===== config.mk =====
export PLATFORM = sky130hd
export DESIGN_NAME = dmem_byte_arbiter_flat
export DESIGN_NICKNAME = d
export VERILOG_FILES = /design/src/rtl/dmem_byte_arbiter_if.sv /design/src/rtl/dmem_byte_arbiter.sv /design/src/flat_wrapper.sv
export SDC_FILE = /design/constraint.sdc
export NUM_CORES = 1
export LEC_CHECK = 0
export ABC_AREA = 1
export CAP_MARGIN = 20
export CORE_ASPECT_RATIO = 1.75
export CORE_UTILIZATION = 25
export DETAILED_ROUTE_END_ITERATION = 12
export SYNTH_ARGS = -nofsm -noshare
export SYNTH_HDL_FRONTEND = slang
export SYNTH_SLANG_ARGS = --single-unit

===== constraint.sdc =====
create_clock -name clk -period 5.45 [get_ports clk]
set_clock_uncertainty 0.15 [all_clocks]
set_input_delay 1.09 -clock clk [delete_from_list [all_inputs] [get_ports clk]]
set_output_delay 1.09 -clock clk [all_outputs]
set_load 0.005 [all_outputs]

===== src/rtl/dmem_byte_arbiter_if.sv =====
// rtl/dmem_byte_arbiter_if.sv - requester, byte-memory and status signals of dmem_byte_arbiter
interface dmem_byte_arbiter_if #(
    parameter int AW = 5
);
    logic          c_req;
    logic [1:0]    c_op;
    logic [AW-1:0] c_addr;
    logic [31:0]   c_wdata;
    logic          c_done;
    logic [31:0]   c_rdata;

    logic          l_req;
    logic [1:0]    l_op;
    logic [AW-1:0] l_addr;
    logic [31:0]   l_wdata;
    logic          l_done;
    logic [31:0]   l_rdata;

    logic          mem_en;
    logic          mem_we;
    logic [AW-1:0] mem_addr;
    logic [7:0]    mem_wdata;
    logic [7:0]    mem_rdata;

    logic          busy;

    modport slave (
        input  c_req, c_op, c_addr, c_wdata,
        input  l_req, l_op, l_addr, l_wdata,
        input  mem_rdata,
        output c_done, c_rdata, l_done, l_rdata,
        output mem_en, mem_we, mem_addr, mem_wdata,
        output busy
    );

    modport master (
        output c_req, c_op, c_addr, c_wdata,
        output l_req, l_op, l_addr, l_wdata,
        output mem_rdata,
        input  c_done, c_rdata, l_done, l_rdata,
        input  mem_en, mem_we, mem_addr, mem_wdata,
        input  busy
    );
endinterface


===== src/rtl/dmem_byte_arbiter.sv =====
// rtl/dmem_byte_arbiter.sv - two-port word arbiter serializing big-endian byte accesses to the data memory
// Optional atomic swap (op 10) enabled by defining DMEM_ARB_SWAP_EN; otherwise op 10 is a plain read.
module dmem_byte_arbiter #(
    parameter int AW = 5
) (
    input  logic                 clk,
    input  logic                 reset,
    dmem_byte_arbiter_if.slave   bus
);
    typedef enum logic [1:0] {IDLE, RD, WR, DONE} state_t;

    localparam logic [1:0] OP_WRITE = 2'b01;
    localparam logic [1:0] OP_SWAP  = 2'b10;

    state_t        state_q, state_n;
    logic [2:0]    cnt_q, cnt_n;
    logic          grant_l_q, grant_l_n;
    logic          last_l_q, last_l_n;
    logic          swap_q, swap_n;
    logic [AW-1:0] addr_q, addr_n;
    logic [31:0]   wdata_q, wdata_n;
    logic [31:0]   rd_word_q, rd_word_n;

    logic          mem_en_q, mem_en_n;
    logic          mem_we_q, mem_we_n;
    logic [AW-1:0] mem_addr_q, mem_addr_n;
    logic [7:0]    mem_wdata_q, mem_wdata_n;
    logic          c_done_q, c_done_n;
    logic          l_done_q, l_done_n;
    logic [31:0]   c_rdata_q, c_rdata_n;
    logic [31:0]   l_rdata_q, l_rdata_n;

    logic          pick_l;
    logic [1:0]    sel_op;
    logic [AW-1:0] sel_addr;
    logic [31:0]   sel_wdata;
    logic [1:0]    next_idx;
    logic [AW-1:0] next_addr;

    function automatic logic [7:0] word_byte(input logic [31:0] w, input logic [1:0] k);
        logic [7:0] b;
        case (k)
            2'd0:    b = w[31:24];
            2'd1:    b = w[23:16];
            2'd2:    b = w[15:8];
            default: b = w[7:0];
        endcase
        return b;
    endfunction

    // On a tie the port that did not win last time gets the grant.
    always_comb begin
        pick_l    = bus.l_req & (~bus.c_req | ~last_l_q);
        sel_op    = pick_l ? bus.l_op    : bus.c_op;
        sel_addr  = pick_l ? bus.l_addr  : bus.c_addr;
        sel_wdata = pick_l ? bus.l_wdata : bus.c_wdata;
        next_idx  = cnt_q[1:0] + 2'd1;
        next_addr = addr_q + AW'(next_idx);
    end

    always_comb begin
        state_n     = state_q;
        cnt_n       = cnt_q;
        grant_l_n   = grant_l_q;
        last_l_n    = last_l_q;
        swap_n      = swap_q;
        addr_n      = addr_q;
        wdata_n     = wdata_q;
        rd_word_n   = rd_word_q;
        mem_en_n    = 1'b0;
        mem_we_n    = 1'b0;
        mem_addr_n  = mem_addr_q;
        mem_wdata_n = mem_wdata_q;
        c_done_n    = 1'b0;
        l_done_n    = 1'b0;
        c_rdata_n   = c_rdata_q;
        l_rdata_n   = l_rdata_q;

        case (state_q)
            IDLE: begin
                if (bus.c_req || bus.l_req) begin
                    grant_l_n  = pick_l;
                    last_l_n   = pick_l;
                    addr_n     = sel_addr;
                    wdata_n    = sel_wdata;
                    cnt_n      = 3'd0;
`ifdef DMEM_ARB_SWAP_EN
                    swap_n     = (sel_op == OP_SWAP);
`else
                    swap_n     = 1'b0;
`endif
                    // Byte 0 is issued straight from the grant edge so the strobe lands in cycle 1.
                    mem_en_n   = 1'b1;
                    mem_addr_n = sel_addr;
                    if (sel_op == OP_WRITE) begin
                        state_n     = WR;
                        mem_we_n    = 1'b1;
                        mem_wdata_n = sel_wdata[31:24];
                    end else begin
                        state_n     = RD;
                    end
                end
            end

            RD: begin
                cnt_n = cnt_q + 3'd1;
                // Read data lags the strobe by one cycle, so capture runs one count behind.
                if (cnt_q != 3'd0)
                    rd_word_n = {rd_word_q[23:0], bus.mem_rdata};
                if (cnt_q < 3'd3) begin
                    mem_en_n   = 1'b1;
                    mem_addr_n = next_addr;
                end
                if (cnt_q == 3'd4) begin
                    cnt_n = 3'd0;
                    if (swap_q) begin
                        state_n     = WR;
                        mem_en_n    = 1'b1;
                        mem_we_n    = 1'b1;
                        mem_addr_n  = addr_q;
                        mem_wdata_n = wdata_q[31:24];
                    end else begin
                        state_n = DONE;
                        if (grant_l_q) begin
                            l_done_n  = 1'b1;
                            l_rdata_n = rd_word_n;
                        end else begin
                            c_done_n  = 1'b1;
                            c_rdata_n = rd_word_n;
                        end
                    end
                end
            end

            WR: begin
                cnt_n = cnt_q + 3'd1;
                if (cnt_q < 3'd3) begin
                    mem_en_n    = 1'b1;
                    mem_we_n    = 1'b1;
                    mem_addr_n  = next_addr;
                    mem_wdata_n = word_byte(wdata_q, next_idx);
                end else begin
                    state_n = DONE;
                    cnt_n   = 3'd0;
                    if (grant_l_q) begin
                        l_done_n = 1'b1;
                        if (swap_q)
                            l_rdata_n = rd_word_q;
                    end else begin
                        c_done_n = 1'b1;
                        if (swap_q)
                            c_rdata_n = rd_word_q;
                    end
                end
            end

            DONE: begin
                state_n = IDLE;
            end

            default: begin
                state_n = IDLE;
            end
        endcase
    end

    always_ff @(posedge clk) begin
        if (reset) begin
            state_q     <= IDLE;
            cnt_q       <= 3'd0;
            grant_l_q   <= 1'b0;
            last_l_q    <= 1'b1;
            swap_q      <= 1'b0;
            addr_q      <= '0;
            wdata_q     <= 32'd0;
            rd_word_q   <= 32'd0;
            mem_en_q    <= 1'b0;
            mem_we_q    <= 1'b0;
            mem_addr_q  <= '0;
            mem_wdata_q <= 8'd0;
            c_done_q    <= 1'b0;
            l_done_q    <= 1'b0;
            c_rdata_q   <= 32'd0;
            l_rdata_q   <= 32'd0;
        end else begin
            state_q     <= state_n;
            cnt_q       <= cnt_n;
            grant_l_q   <= grant_l_n;
            last_l_q    <= last_l_n;
            swap_q      <= swap_n;
            addr_q      <= addr_n;
            wdata_q     <= wdata_n;
            rd_word_q   <= rd_word_n;
            mem_en_q    <= mem_en_n;
            mem_we_q    <= mem_we_n;
            mem_addr_q  <= mem_addr_n;
            mem_wdata_q <= mem_wdata_n;
            c_done_q    <= c_done_n;
            l_done_q    <= l_done_n;
            c_rdata_q   <= c_rdata_n;
            l_rdata_q   <= l_rdata_n;
        end
    end

    assign bus.mem_en    = mem_en_q;
    assign bus.mem_we    = mem_we_q;
    assign bus.mem_addr  = mem_addr_q;
    assign bus.mem_wdata = mem_wdata_q;
    assign bus.c_done    = c_done_q;
    assign bus.l_done    = l_done_q;
    assign bus.c_rdata   = c_rdata_q;
    assign bus.l_rdata   = l_rdata_q;
    assign bus.busy      = (state_q != IDLE);

endmodule


===== src/flat_wrapper.sv =====
// flat-port wrapper written by rule: the top's interface ports become plain ports
module dmem_byte_arbiter_flat 
#(
    parameter int AW = 5
)
  (clk, reset, bus_c_req, bus_c_op, bus_c_addr, bus_c_wdata, bus_l_req, bus_l_op, bus_l_addr, bus_l_wdata, bus_mem_rdata, bus_c_done, bus_c_rdata, bus_l_done, bus_l_rdata, bus_mem_en, bus_mem_we, bus_mem_addr, bus_mem_wdata, bus_busy);
  dmem_byte_arbiter_if #(.AW(AW)) bus_i ();
  input  logic clk;
  input  logic reset;
  input wire logic [$bits(bus_i.c_req)-1:0] bus_c_req;
  input wire logic [$bits(bus_i.c_op)-1:0] bus_c_op;
  input wire logic [$bits(bus_i.c_addr)-1:0] bus_c_addr;
  input wire logic [$bits(bus_i.c_wdata)-1:0] bus_c_wdata;
  input wire logic [$bits(bus_i.l_req)-1:0] bus_l_req;
  input wire logic [$bits(bus_i.l_op)-1:0] bus_l_op;
  input wire logic [$bits(bus_i.l_addr)-1:0] bus_l_addr;
  input wire logic [$bits(bus_i.l_wdata)-1:0] bus_l_wdata;
  input wire logic [$bits(bus_i.mem_rdata)-1:0] bus_mem_rdata;
  output wire logic [$bits(bus_i.c_done)-1:0] bus_c_done;
  output wire logic [$bits(bus_i.c_rdata)-1:0] bus_c_rdata;
  output wire logic [$bits(bus_i.l_done)-1:0] bus_l_done;
  output wire logic [$bits(bus_i.l_rdata)-1:0] bus_l_rdata;
  output wire logic [$bits(bus_i.mem_en)-1:0] bus_mem_en;
  output wire logic [$bits(bus_i.mem_we)-1:0] bus_mem_we;
  output wire logic [$bits(bus_i.mem_addr)-1:0] bus_mem_addr;
  output wire logic [$bits(bus_i.mem_wdata)-1:0] bus_mem_wdata;
  output wire logic [$bits(bus_i.busy)-1:0] bus_busy;
  assign bus_i.c_req = bus_c_req;
  assign bus_i.c_op = bus_c_op;
  assign bus_i.c_addr = bus_c_addr;
  assign bus_i.c_wdata = bus_c_wdata;
  assign bus_i.l_req = bus_l_req;
  assign bus_i.l_op = bus_l_op;
  assign bus_i.l_addr = bus_l_addr;
  assign bus_i.l_wdata = bus_l_wdata;
  assign bus_i.mem_rdata = bus_mem_rdata;
  assign bus_c_done = bus_i.c_done;
  assign bus_c_rdata = bus_i.c_rdata;
  assign bus_l_done = bus_i.l_done;
  assign bus_l_rdata = bus_i.l_rdata;
  assign bus_mem_en = bus_i.mem_en;
  assign bus_mem_we = bus_i.mem_we;
  assign bus_mem_addr = bus_i.mem_addr;
  assign bus_mem_wdata = bus_i.mem_wdata;
  assign bus_busy = bus_i.busy;
  dmem_byte_arbiter #(.AW(AW)) u_core (.clk(clk), .reset(reset), .bus(bus_i));
endmodule

==> metrics.md, run 1 <==
| Metric | Value |
|---|---|
| Syn avg cell area | 6.67 um^2 |
| Critical path arrival | 3540 ps |
| Initial antenna violation count | 0 |
| H-tree lvl count | 4 |
| Achievable clock frequency | 298 MHz |
| Worst min path class | flip-flop to flip-flop |
| Period minus WS final | 3360 ps |
| RSZ-0062 raised after global routing | no |
| Critical Path Fanout Max | 34 |
| Post-synth net total | 1,203 |
| Pwr Total | 5.15 mW |
| Final TNS setup | 0 ps |
| Crit. End Element | flip-flop |
| Initial cell density of the core | 0.255 |
| Total CTS buffers | 17 |
| Clock slew at reported path FFs | 60 ps |
| First-pass GRT wire length | 35.4 mm |
| Number of unique standard cell types used by synthesis | 28 |
| Synth async-reset ratio | 0 |
| Root Driver | clkbuf_16 |
| Run status | completed |
| Post-route DRC | 0 |
| Cts hold-fix bufs | 0 |
| Leakage | 4.38 nW |
| Die area | 0.0300 mm^2 |
| Antenna diodes | 0 |
| Largest net degree at the start of global routing | 65 |
| Final-report setup violation count | 0 |
| Detailed placement HPWL | 15.9 mm |
| Post-layout util | 0.344 |
| PD cells | 522 mW/mm^2 |
| Slew Viols, Final | 0 |
| Die Wd | 131 um |
| WP data required | 5630 ps |
| CTS tree | done |
| Hold Fails Final Rpt | 0 |
| Fin nets | 1,337 |
| Via count | 6,911 |
| Seq/Total Area, Yosys | 0.429 |
| Synth-to-Final Area Change | 34.7% |
| Die Ht | 229 um |
| Worst-margin pin slew | 925 ps |
| Vias per Instance | 4.26 |
| Core Region | 0.0287 mm^2 |
| Maxcap violations | 0 |
| Gate Count Post-Synth | 1,100 |
| # IOs | 172 |
| Initial DRC count | 404 |
| CTS resizes | 0 |
| Worst skew pair latency | 440 ps |
| Buffer levels on the longest clock path | 2 |
| DR WL/cell | 13.3 um |
| Main synth FF type | dfxtp_1 |
| Max VDD drop | 233 uV |
| Startpoint type of the worst setup path | primary input |
| Share of post-route cells with drive strength above 1 | 0.0393 |
| Fill count | 3,116 |
| GRT Resource Usage Total | 0.152 |
| Slew headroom | 0.382 |
| Fin crit share | 0.617 |
| TritonRoute pass-1 iters | 5 |
| GP Congestion | 0.791 |
| DRT antenna net count | 0 |
| Flops & latches, synth | 157 |
| Gr ovfl total | 0 |
| Crit path kind | primary input to flip-flop |
| Buffer count from post-CTS setup fixing | 0 |
| Final WL | 21.6 mm |
| Yosys warning total | 0 |
| CTS Sinks | 157 |
| Vias in the first global route | 6,728 |
| Cell Area, Synth | 0.00733 mm^2 |
| Std cell rows | 82 |
| Post-synth EDFFs | 0 |
| IO Port Bufs | 171 |
[where the power goes]
group          internal, mW  switching, mW  leakage, nW
registers              1.51          0.195         1.29
clock network         0.709          0.491        0.283
logic                 0.875           1.37         2.81
total                  3.10           2.06         4.38
[layout make-up]
type | count | area [um^2] | area share
repair buffers | 180 | 1780 | 0.180
clock buffers | 22 | 474 | 0.0480
clock inverters | 9 | 111 | 0.0113
flip-flops and latches | 157 | 3140 | 0.318
well taps | 378 | 473 | 0.0479
multi-input cells | 692 | 3200 | 0.324
inverters | 186 | 699 | 0.0708
[path summary, 6_finish.rpt]
kind	depth (start not counted)	slack, ps	to	startpoint
max	8	2090	u_core.bus.mem_wdata[5]	bus_l_req
min	2	290	u_core.bus.l_rdata[13]	u_core.bus.l_rdata[13]
max reg2reg	9	2640	u_core.bus.c_rdata[20]	u_core.cnt_q[0]
min reg2reg	2	290	u_core.bus.l_rdata[13]	u_core.bus.l_rdata[13]
[worst max-delay path: stages]
cell and delay [ps]:
clkdlybuf4s50_1 590, nand2_1 600, inv_2 750, nand2_1 170, nand3_1 110, nand2_1 60, nor2_1 90, nor2_1 60
[metrics by stage]
stage / instance area [um^2] / worst slack (ps) / instances / hold WS (ps)
floorplan: 7330 / 3270 / 1100 / 279
global placement: 9290 / 1640 / 1593 / 284
detailed placement: 9290 / 1620 / 1593 / 287
CTS: 9880 / 2090 / 1624 / 296
global route: 9880 / 1790 / 1624 / 320
finish: 9880 / 2090 / 1624 / 293
[cell usage after synthesis, types with 6 or more instances]
library cell	n	area share
a21oi_1	86	0.059
a31oi_1	26	0.022
buf_1	7	0.0036
buf_2	18	0.012
clkbuf_1	33	0.017
dfxtp_1	157	0.43
ha_1	12	0.020
inv_1	183	0.094
nand2_1	258	0.13
nand3_1	35	0.024
nor2_1	111	0.057
o211ai_1	6	0.0061
o21ai_0	137	0.093
o21ai_1	7	0.0048
[placed cells by master, fill, tap and decap left out, drive strengths merged, types with 4 or more instances in the layout]
master / Yosys / layout
clkinv: 1 / 6
o21ai: 145 / 145
a31oi: 26 / 26
a21oi: 86 / 86
nand3: 35 / 35
nand4: 4 / 4
buf: 32 / 9
ha: 12 / 12
inv: 185 / 185
clkbuf: 33 / 22
nand2: 262 / 262
nor2: 112 / 112
clkdlybuf4s50: 0 / 171
dfxtp: 157 / 157
o211ai: 6 / 6
[logic make-up after synthesis]
kind of cell	count (synthesis)	synth area share
AND/OR/NAND/NOR	414	0.223
AO/OA/AOI/OAI	264	0.188
buffers and inverters	251	0.136
flip-flops	157	0.429
adder cells (fa/ha/maj)	13	0.0232
XOR/XNOR	1	0.00119
[state kept, by name, indices dropped and copies added (netlist names), 2 cells and up]
register / cells
u_core.addr_q: 5
u_core.bus.mem_wdata: 8
u_core.bus.c_rdata: 32
u_core.bus.mem_addr: 5
u_core.cnt_q: 3
u_core.state_q: 2
u_core.bus.l_rdata: 32
u_core.rd_word_q: 32
u_core.wdata_q: 32
[per-layer routing]
metal / vias to the layer above / track usage / part of all wire
met5: - / 0 / 0
met4: 0 / 0.0825 / 0.035
met3: 34 / 0.0244 / 0.029
met2: 148 / 0.286 / 0.54
met1: 3035 / 0.158 / 0.40
li1: 3694 / - / -
Power figures use the tool's default switching activity.
==> inputs of run 2 (changes only) <==
==> constraint.sdc (replaced) <==
create_clock -name clk -period 3.1 [get_ports clk]
set_clock_uncertainty 0.15 [all_clocks]
set_input_delay 0.62 -clock clk [delete_from_list [all_inputs] [get_ports clk]]
set_output_delay 0.62 -clock clk [all_outputs]
set_load 0.005 [all_outputs]
==> metrics.md, run 2 (synthesis gave the netlist of run 1 again) <==
| Metric | Value |
|---|---|
| Run status | completed |
| Die Ht | 229 um |
| Crit path largest cell delay | 570 ps |
| Hold path endpoint | u_core.bus.l_rdata[10] |
| Leakage | 4.45 nW |
| Slew headroom | 0.587 |
| Worst skew pair latency | 430 ps |
| Reg2Reg Capture Point | u_core.bus.l_rdata[26] |
| CTS tree | done |
| Most common library cell in the layout ignoring fill and taps | nand2_1 |
| Initial cell density of the core | 0.255 |
| Final WL | 21.6 mm |
| Synth-to-Final Area Change | 36.3% |
| GP Congestion | 0.800 |
| Most frequent cells in the layout | nand2_1, inv_1, clkdlybuf4s50_1 |
| Buffer levels on the longest clock path | 2 |
| Crit. End Element | output pin |
| CP max-delay cell | clkdlybuf4s50_1 |
| Maxcap violations | 0 |
| H-tree lvl count | 4 |
| Pwr Total | 9.19 mW |
| Std cell rows | 82 |
| Placed insts | 1,600 |
| Critical Path Most Common Cell | inv_1 |
| # IOs | 172 |
| Slew Viols, Final | 0 |
| Largest net degree at the start of global routing | 120 |
| DRT antenna net count | 0 |
| Critical Path Fanout Max | 5 |
| Root Driver | clkbuf_16 |
| TritonRoute pass-1 iters | 5 |
| DR WL/cell | 13.2 um |
| Met2 track demand over resource | 0.289 |
| Initial antenna violation count | 0 |
| Cells along the critical path | inv_1 > ha_1 > inv_1 > clkdlybuf4s50_1 |
| Fin crit share | 0.864 |
| Antenna diodes | 0 |
| CTS Sinks | 157 |
| Clock slew at reported path FFs | 60 ps |
| Fin nets | 1,344 |
| Buffer count from post-CTS setup fixing | 0 |
| Vias in the first global route | 6,628 |
| Startpoint type of the worst setup path | flip-flop |
| Via count | 7,013 |
| Initial DRC count | 342 |
| Post-route DRC | 0 |
| Detailed placement HPWL | 16.1 mm |
| PD cells | 920 mW/mm^2 |
| Post-route insts no fill | 1,631 |
| FF-to-FF setup slack | 490 ps |
| Placed cell area | 0.00938 mm^2 |
| Crit path kind | flip-flop to output pin |
| Cts hold-fix bufs | 0 |
| FF-to-FF Start | u_core.cnt_q[0] |
| Hold path depth | 2 |
| Reg2Reg Depth | 9 |
| First-pass GRT wire length | 34.9 mm |
| Met1 capacity usage during global routing | 0.155 |
| RSZ-0062 raised after global routing | no |
| Fill count | 3,152 |
| CTS resizes | 0 |
| WP buf/inv | 3 |
| Post-layout util | 0.348 |
| Final TNS setup | 0 ps |
| Die area | 0.0300 mm^2 |
| Worst-margin pin slew | 613 ps |
| Achievable clock frequency | 373 MHz |
| WP data required | 2330 ps |
| Critical path arrival | 1910 ps |
| Design area | 0.00999 mm^2 |
| Period minus WS final | 2680 ps |
| Die Wd | 131 um |
| GRT Resource Usage Total | 0.151 |
| Met3 usage | 0.0240 |
| Max VDD drop | 413 uV |
| Cell family with most CP delay | buffers and inverters |
| GR peak layer | met2 |
| Gr ovfl total | 0 |
| HP Start | u_core.bus.l_rdata[10] |
| Core Region | 0.0287 mm^2 |
| Hold Fails Final Rpt | 0 |
| Share of post-route cells with drive strength above 1 | 0.0447 |
| IO Port Bufs | 171 |
| Total CTS buffers | 17 |
| Worst min path class | flip-flop to flip-flop |
| Vias per Instance | 4.30 |
| Final-report setup violation count | 0 |
[run 2: worst max path at each step]
stage | startpoint | end | slack, ps | cells after the start
after floorplan | u_core.cnt_q[0] | u_core.bus.mem_addr[4] | 1220 | 8
after global placement | bus_c_req | u_core.bus.mem_wdata[3] | 490 | 9
after detailed placement | bus_c_req | u_core.bus.mem_wdata[2] | 400 | 9
after CTS | u_core.state_q[0] | bus_busy | 380 | 4
after global routing | u_core.cnt_q[0] | u_core.rd_word_q[26] | 220 | 9
final | u_core.state_q[0] | bus_busy | 420 | 4
[run 2: stage by stage]
| stage | worst slack [ps] | hold slack, ps |
|---|---|---|
| after floorplan | 1220 | 279 |
| after global placement | 490 | 283 |
| after detailed placement | 397 | 286 |
| after CTS | 384 | 296 |
| after global routing | 220 | 314 |
| final | 421 | 292 |
[run 2: power by group]
group / total, mW / internal (mW) / switching [mW] / leakage [nW]
Clock: 2.17 / 1.33 / 0.844 / 0.297
Sequential: 3.01 / 2.66 / 0.348 / 1.29
Combinational: 4.01 / 1.61 / 2.40 / 2.86
Total: 9.19 / 5.60 / 3.59 / 4.45
[run 2: per-layer routing]
metal / share of wire / vias up / routed length (um)
met2: 0.55 / 161 / 12000
met3: 0.035 / 27 / 766
met4: 0.027 / 0 / 574
li1: - / 3712 / -
met1: 0.38 / 3113 / 8290
met5: 0 / - / 0
[run 2: final cells by class]
cell class,instances,area [um^2],area share
well taps,378,473,0.0473
repair buffers,187,1870,0.187
clock inverters,9,134,0.0134
inverters,186,699,0.0700
flip-flops and latches,157,3140,0.315
multi-input cells,692,3200,0.320
clock buffers,22,474,0.0475
[run 2: worst register-to-register path, stage by stage (launching register included)]
cell     delay, ps
dfxtp_1        430
inv_1          130
ha_1           380
nand2_2        450
buf_4          360
nand2_1         80
o21ai_0        240
nor2_1         110
a21oi_1        130
nor2_1          40
==> inputs of run 3 (changes only) <==
--- a/config.mk
+++ b/config.mk
@@ -10,6 +10,8 @@
 export CORE_ASPECT_RATIO = 1.75
 export CORE_UTILIZATION = 25
 export DETAILED_ROUTE_END_ITERATION = 12
+export MAX_ROUTING_LAYER = met4
+export SLEW_MARGIN = 20
 export SYNTH_ARGS = -nofsm -noshare
 export SYNTH_HDL_FRONTEND = slang
 export SYNTH_SLANG_ARGS = --single-unit
==> metrics.md, run 3 (synthesis gave the netlist of run 1 again) <==
| Metric | Value |
|---|---|
| Run status | completed |
| Detailed placement HPWL | 16.1 mm |
| Startpoint type of the worst setup path | flip-flop |
| H-tree lvl count | 4 |
| Most common library cell in the layout ignoring fill and taps | nand2_1 |
| Initial antenna violation count | 0 |
| Fin nets | 1,344 |
| Hold path depth | 2 |
| Reg2Reg Depth | 9 |
| Initial cell density of the core | 0.255 |
| Clock slew at reported path FFs | 60 ps |
| Worst-margin pin slew | 623 ps |
| GR peak layer | met2 |
| Buffer levels on the longest clock path | 2 |
| Hold path endpoint | u_core.bus.l_rdata[10] |
| Core Region | 0.0287 mm^2 |
| Die Ht | 229 um |
| Final WL | 21.6 mm |
| Reg2Reg Capture Point | u_core.bus.l_rdata[26] |
| Die Wd | 131 um |
| FF-to-FF setup slack | 440 ps |
| # IOs | 172 |
| Met1 capacity usage during global routing | 0.154 |
| CTS tree | done |
| Via count | 7,007 |
| Met3 usage | 0.0222 |
| Maxcap violations | 0 |
| Gr ovfl total | 0 |
| DR WL/cell | 13.2 um |
| Critical Path Most Common Cell | inv_1 |
| Crit path kind | flip-flop to output pin |
| Vias in the first global route | 6,640 |
| Achievable clock frequency | 373 MHz |
| Worst min path class | flip-flop to flip-flop |
| Vias per Instance | 4.30 |
| Antenna diodes | 0 |
| Most frequent cells in the layout | nand2_1, inv_1, clkdlybuf4s50_1 |
| Largest net degree at the start of global routing | 120 |
| CTS Sinks | 157 |
| Final-report setup violation count | 0 |
| Std cell rows | 82 |
| GP Congestion | 0.811 |
| Slew Viols, Final | 0 |
| Crit. End Element | output pin |
| Worst skew pair latency | 440 ps |
| Leakage | 4.45 nW |
| Share of post-route cells with drive strength above 1 | 0.0447 |
| DRT antenna net count | 0 |
| Cts hold-fix bufs | 0 |
| Post-route DRC | 0 |
| Buffer count from post-CTS setup fixing | 0 |
| Total CTS buffers | 17 |
| Crit path largest cell delay | 560 ps |
| Period minus WS final | 2680 ps |
| Hold Fails Final Rpt | 0 |
| GRT Resource Usage Total | 0.155 |
| Fin crit share | 0.864 |
| Max VDD drop | 416 uV |
| RSZ-0062 raised after global routing | no |
| Slew headroom | 0.580 |
| TritonRoute pass-1 iters | 5 |
| CTS resizes | 0 |
| Met2 track demand over resource | 0.291 |
| Cells along the critical path | inv_1 > ha_1 > inv_1 > clkdlybuf4s50_1 |
| HP Start | u_core.bus.l_rdata[10] |
| Final TNS setup | 0 ps |
| Synth-to-Final Area Change | 36.3% |
| First-pass GRT wire length | 34.9 mm |
| Initial DRC count | 421 |
| Die area | 0.0300 mm^2 |
| Critical path arrival | 1910 ps |
| FF-to-FF Start | u_core.cnt_q[0] |
| CP max-delay cell | clkdlybuf4s50_1 |
| Pwr Total | 9.20 mW |
| Critical Path Fanout Max | 5 |
| WP data required | 2330 ps |
| PD cells | 921 mW/mm^2 |
| IO Port Bufs | 171 |
| Root Driver | clkbuf_16 |
[run 3: cell counts in the layout (fill, tap and decap cells not counted)]
Identical to the previous run, type by type.
[run 3: worst max-delay path by stage]
stage                      start  slack [ps]  depth (start not counted)                 endpoint
4_1_cts        u_core.state_q[0]         380                          4                 bus_busy
5_1_grt          u_core.cnt_q[0]         230                          9     u_core.rd_word_q[26]
3_5_place_dp           bus_c_req         400                          9  u_core.bus.mem_wdata[2]
3_3_place_gp           bus_c_req         490                          9  u_core.bus.mem_wdata[3]
2_1_floorplan    u_core.cnt_q[0]        1220                          8   u_core.bus.mem_addr[4]
6_report       u_core.state_q[0]         420                          4                 bus_busy
[run 3: layout make-up]
| class | count | area [um^2] |
|---|---|---|
| clock inverter | 9 | 134 |
| clock buffer | 22 | 474 |
| multi-input combinational | 692 | 3200 |
| fill | 3152 | 18700 |
| timing repair buffer | 187 | 1870 |
| tap | 378 | 473 |
| inverter | 186 | 699 |
| sequential | 157 | 3140 |
[run 3: power breakdown]
group          switching, mW  internal (mW)  leakage (nW)
clock                  0.850           1.33         0.297
sequential             0.349           2.66          1.29
combinational           2.40           1.61          2.86
[run 3: through the flow]
stage          hold slack (ps)  setup slack (ps)  instance area, um^2  utilization  instances
2_1_floorplan              279              1220                 7330            -       1100
3_3_place_gp               283               490                 9380        0.327       1600
3_5_place_dp               286               397                 9380        0.327       1600
4_1_cts                    296               384                 9990        0.348       1631
5_1_grt                    314               230                 9990        0.348       1631
6_report                   292               421                 9990        0.348       1631
[run 3: layer usage]
layer / share of wire / vias to the layer above
li1: - / 3709
met1: 0.39 / 3111
met2: 0.56 / 157
met3: 0.031 / 30
met4: 0.027 / 0
met5: 0 / -
[run 3: worst max-delay path, delay by kind of cell, from the launching register on]
| family | cells | cell delay (ps) |
|---|---|---|
| buffers and inverters | 3 | 840 |
| adder cells (fa/ha/maj) | 1 | 270 |
| flip-flops | 1 | 360 |
